===== config.mk =====
export PLATFORM = sky130hd
export DESIGN_NAME = sync_fifo_flags
export DESIGN_NICKNAME = d
export VERILOG_FILES = /design/src/rtl/sync_fifo_flags.sv
export SDC_FILE = /design/constraint.sdc
export NUM_CORES = 1
export LEC_CHECK = 0
export ABC_AREA = 1
export CAP_MARGIN = 20
export CORE_MARGIN = 8
export CORE_UTILIZATION = 35
export CTS_BUF_LIST = sky130_fd_sc_hd__clkbuf_16
export CTS_CLUSTER_SIZE = 28
export DETAILED_ROUTE_END_ITERATION = 12
export PLACE_DENSITY_LB_ADDON = 0.08
export SYNTH_ARGS = -nofsm -noshare
export SYNTH_HDL_FRONTEND = slang
export SYNTH_SLANG_ARGS = --single-unit

===== constraint.sdc =====
create_clock -name clk -period 2.3 [get_ports clk]
set_clock_uncertainty 0.05 [all_clocks]
set_input_delay 0.345 -clock clk [delete_from_list [all_inputs] [get_ports clk]]
set_output_delay 0.345 -clock clk [all_outputs]
set_load 0.02 [all_outputs]

===== src/rtl/sync_fifo_flags.sv =====
// Synchronous FIFO with registered occupancy and status flags.
// Single clock, synchronous active-high reset, flush and error pulses.
module sync_fifo_flags #(
  parameter int DWIDTH    = 8,
  parameter int DEPTH     = 16,
  parameter int AFULL_TH  = 12,
  parameter int AEMPTY_TH = 4
) (
  input  logic              clk,
  input  logic              rst,
  input  logic              flush,
  input  logic [DWIDTH-1:0] din,
  input  logic              wr,
  input  logic              rd,
  output logic [DWIDTH-1:0] dout,
  output logic [$clog2(DEPTH)-1:0] wrptr,
  output logic [$clog2(DEPTH)-1:0] rdptr,
  output logic [$clog2(DEPTH):0]   count,
  output logic              full,
  output logic              empty,
  output logic              almost_full,
  output logic              almost_empty,
  output logic              overflow,
  output logic              underflow
);

  localparam int AW = $clog2(DEPTH);

  typedef logic [AW:0] ptr_t;

  logic [DWIDTH-1:0] mem [DEPTH];

  ptr_t wp;
  ptr_t rp;
  ptr_t cnt_nxt;
  logic wr_ok;
  logic rd_ok;

  // A full FIFO still takes a write when a read frees a slot this cycle.
  assign rd_ok = rd & ~empty;
  assign wr_ok = wr & (~full | rd_ok);

  assign wrptr = wp[AW-1:0];
  assign rdptr = rp[AW-1:0];

  // Next occupancy, used for both the count and the flags.
  always_comb begin
    cnt_nxt = count;
    unique case ({wr_ok, rd_ok})
      2'b10:   cnt_nxt = count + ptr_t'(1);
      2'b01:   cnt_nxt = count - ptr_t'(1);
      default: cnt_nxt = count;
    endcase
  end

  // Pointers, occupancy, status flags and error pulses.
  always_ff @(posedge clk) begin
    if (rst || flush) begin
      wp           <= '0;
      rp           <= '0;
      count        <= '0;
      full         <= 1'b0;
      empty        <= 1'b1;
      almost_full  <= 1'b0;
      almost_empty <= 1'b1;
      overflow     <= 1'b0;
      underflow    <= 1'b0;
    end else begin
      wp           <= wp + ptr_t'(wr_ok);
      rp           <= rp + ptr_t'(rd_ok);
      count        <= cnt_nxt;
      full         <= cnt_nxt == ptr_t'(DEPTH);
      empty        <= cnt_nxt == '0;
      almost_full  <= cnt_nxt >= ptr_t'(AFULL_TH);
      almost_empty <= cnt_nxt <= ptr_t'(AEMPTY_TH);
      overflow     <= wr & ~wr_ok;
      underflow    <= rd & ~rd_ok;
    end
  end

  // Storage array; deliberately has no reset.
  always_ff @(posedge clk) begin
    if (!rst && !flush && wr_ok) begin
      mem[wp[AW-1:0]] <= din;
    end
  end

  // Registered read data; holds unless a read is accepted.
  always_ff @(posedge clk) begin
    if (rst) begin
      dout <= '0;
    end else if (!flush && rd_ok) begin
      dout <= mem[rp[AW-1:0]];
    end
  end

endmodule

==> results.py <==
metrics = {
    "outcome": {
        "status": "finished, final reports clean",
    },
    "final_layout": {
        "nFillCells": 1752,
        "num_antenna_cells": 0,
        "synthToLayoutAreaGrowth_pct": 23.04,
        "drive_above_1_share": 0.1569,
        "design_area_um2": 8125,
        "fin_cells": 916,
        "num-nets-final": 689,
    },
    "drt": {
        "post_drt_wl_per_cell_um": 17.22,
        "wirelength_mm": 15.77,
        "drtIter0Drc": 273,
        "ant_nets": 0,
        "via_count": 4334,
        "drtPass1Iterations": 5,
        "drc": 0,
        "via_per_inst": 4.731,
    },
    "global_route": {
        "grt_pass1_vias": 4269,
        "grt_use_met2": 0.2201,
        "grt_use_met1": 0.1787,
        "grt_max_degree": 89,
        "antenna_found_initial": 0,
        "top_usage_layer": "met2",
        "overflow": 0,
        "grt_pass1_wl_mm": 24.28,
        "grt.met3_usage": 0.02481,
        "track_usage": 0.1368,
    },
    "synthesis": {
        "synth_area_per_cell_um2": 11.10,
        "synth_top_family_by_area": "simple AND/OR/NAND/NOR gates",
        "synth_mux_area_frac": 0.001516,
        "syn_inst": 595,
        "synthAdderAreaFrac": 0.01326,
        "synth_seq_area_share": 0.6639,
        "yosysWarningCount": 0,
        "ys_seq_elements": 155,
        "syn_nets": 615,
        "yosysUniqueCellTypes": 30,
        "syn_area_um2": 6604,
        "synth_compound_area_frac": 0.1044,
        "synth_xor_area_frac": 0.003979,
        "synth_simple_gate_area_frac": 0.1283,
    },
    "sta": {
        "finalMaxSlewViolations": 0,
        "fin_crit_ns": 2.134,
        "setup_tns_ns": 0,
        "hold_violations": 0,
        "timing.fmax_mhz": 468.5,
        "fin_hold_ws_ns": 0.1577,
        "tightestPinTransition_ns": 0.6677,
        "period_share": 0.9280,
        "setup_violations": 0,
        "relSlewSlack": 0.5535,
    },
    "die": {
        "die_w_um": 153.4,
        "core-area_um2": 18640,
        "die-area_um2": 23520,
        "rows": 50,
        "initial_core_util": 0.3542,
        "io-pin-count": 40,
        "die_h_um": 153.4,
    },
    "power_and_ir_drop": {
        "pwr_density_cell_nw_per_um2": 755.8,
        "p_leak_nw": 2.990,
        "p_total_mw": 6.141,
        "ir_drop_mv": 0.4971,
    },
    "clock_network": {
        "clkSinkCount": 155,
        "clkTransAtPathRegs_ns": 0.06,
        "cts_tree": "yes",
        "htree_levels": 4,
        "cts_buffer_depth": 2,
        "cts_hold_buffers": 0,
        "cts_buffers": 17,
        "clockRootBuffer": "clkbuf_16",
        "clk-insertion-delay-late_ns": 0.41,
    },
    "min_path": {
        "worstHoldPathCells": 3,
        "hold_path_class": "in2reg",
        "min_to": "underflow$_SDFF_PP0_",
        "min-delay-start": "rd",
    },
    "critical_path": {
        "cp_num_buf_inv": 4,
        "r2r_start": "empty$_SDFF_PP1_",
        "reg2reg_to": "almost_empty$_SDFF_PP1_",
        "path_max_fanout": 5,
        "start_kind": "register",
        "crit_start": "empty$_SDFF_PP1_",
        "crit_arrival_ns": 2.40,
        "cp-end-kind": "register",
        "path_class": "reg2reg",
        "max_stage_delay_ns": 0.36,
        "crit_required_ns": 2.56,
        "cp_slowest_cell": "dfxtp_4",
        "r2r_slack_ns": 0.17,
        "worstPathCellList": "o21ai_2 > inv_1 > nor2_2 > inv_2 > ha_4 > nand2_2 > inv_2 > nor2_4 > ha_4 > inv_4 > nand2_4 > nand4_1 > nand4_1 > nand2_1 > nor2_2 > nor2_1",
        "reg2reg_depth": 16,
        "crit_family": "simple AND/OR/NAND/NOR gates",
    },
    "placed_design": {
        "gp_congestion": 0.8151,
        "dp.cells": 883,
        "postPlaceCellArea_um2": 7475,
        "dp_hpwl_mm": 10.42,
        "port_buffers": 39,
    },
    "flow_run": {
        "max_cap_viol_count": 0,
    },
}
[through the flow]
step | util | setup slack (ns)
floorplan | - | 0.1320
global placement | 0.4009 | -0.3173
detailed placement | 0.4009 | -0.4057
CTS | 0.4323 | 0.03763
global route | 0.4358 | -0.02368
finish | 0.4358 | 0.1657
[power by group]
| part | internal (mW) | leakage [nW] | total, mW | switching (mW) |
|---|---|---|---|---|
| sequential | 3.05 | 1.37 | 3.07 | 0.0162 |
| combinational | 0.115 | 1.33 | 0.295 | 0.180 |
| clock | 1.69 | 0.288 | 2.78 | 1.09 |
[placed cells by master, fill, tap and decap left out, drive strengths merged]
cell and instances:
bufinv 3, o211ai 32, xor2 1, nand2 72
nor2 35, clkbuf 17, edfxtp 128, ha 7
nand4 3, xnor2 2, mux2i 1, clkinvlp 3
nand3 72, inv 110, o21ai 37, dfxtp 27
clkdlybuf4s50 38, a21oi 42, buf 43, clkinv 6
dlymetal6s2s 1, nor3 2
[tightest hold or removal path, stage by stage]
cell and delay [ns]:
dlymetal6s2s_1 0.14, nand2_1 0.06, nor2_1 0.04
[state kept, by name, indices dropped and copies added, names as in the netlist]
| signal | cells |
|---|---|
| count | 5 |
| almost_full | 1 |
| full | 1 |
| mem | 128 |
| rp | 4 |
| underflow | 1 |
| overflow | 1 |
| empty | 1 |
| wp | 4 |
| almost_empty | 1 |
| dout | 8 |
[synthesized netlist by cell type, drive strengths merged]
cell / n / area, um^2
edfxtp: 128 / 3844
inv: 106 / 397.9
nand2: 72 / 272.8
nand3: 72 / 385.4
a21oi: 42 / 210.2
o21ai: 37 / 188.9
nor2: 35 / 148.9
o211ai: 32 / 290.3
dfxtp: 27 / 540.5
buf: 22 / 138.9
ha: 7 / 87.58
clkbuf: 5 / 18.77
nand4: 3 / 18.77
nor3: 2 / 21.27
xnor2: 2 / 17.52
clkinv: 1 / 3.750
mux2i: 1 / 10.01
xor2: 1 / 8.760
[metal layers]
layer	up-vias	wire length, um
met1	2082	7623
met2	50	7585
li1	2183	-
met3	19	273
met5	-	0
met4	0	289
[logic make-up after synthesis]
family          count (synthesis)
simple gates                  184
flops                         155
compound gates                111
buf+inv                       134
fa+ha+maj                       7
xor+xnor                        3
mux                             1
[how the worst max path moves through the flow]
| stage | to | slack (ns) | cells past startpoint |
|---|---|---|---|
| finish | almost_empty$_SDFF_PP1_ | 0.17 | 16 |
| global route | almost_empty$_SDFF_PP1_ | -0.02 | 16 |
| CTS | almost_empty$_SDFF_PP1_ | 0.04 | 20 |
| detailed placement | almost_empty$_SDFF_PP1_ | -0.41 | 20 |
| global placement | almost_empty$_SDFF_PP1_ | -0.32 | 20 |
| floorplan | almost_empty$_SDFF_PP1_ | 0.13 | 18 |
[layout make-up]
class | count | area, um^2 | area share
well taps | 234 | 292.8 | 0.03603
repair buffers | 82 | 740.7 | 0.09116
flip-flops and latches | 155 | 4393 | 0.5407
clock buffers | 17 | 425.4 | 0.05236
clock inverters | 15 | 158.9 | 0.01956
inverters | 107 | 404.1 | 0.04974
multi-input cells | 306 | 1710 | 0.2105
[timing repair]
item | in CTS | in global routing
setup endpoints to repair | 0 | 5
setup buffers | 0 | 1
resized for setup | 0 | 18
No activity file was read; power rests on OpenSTA's default activity.
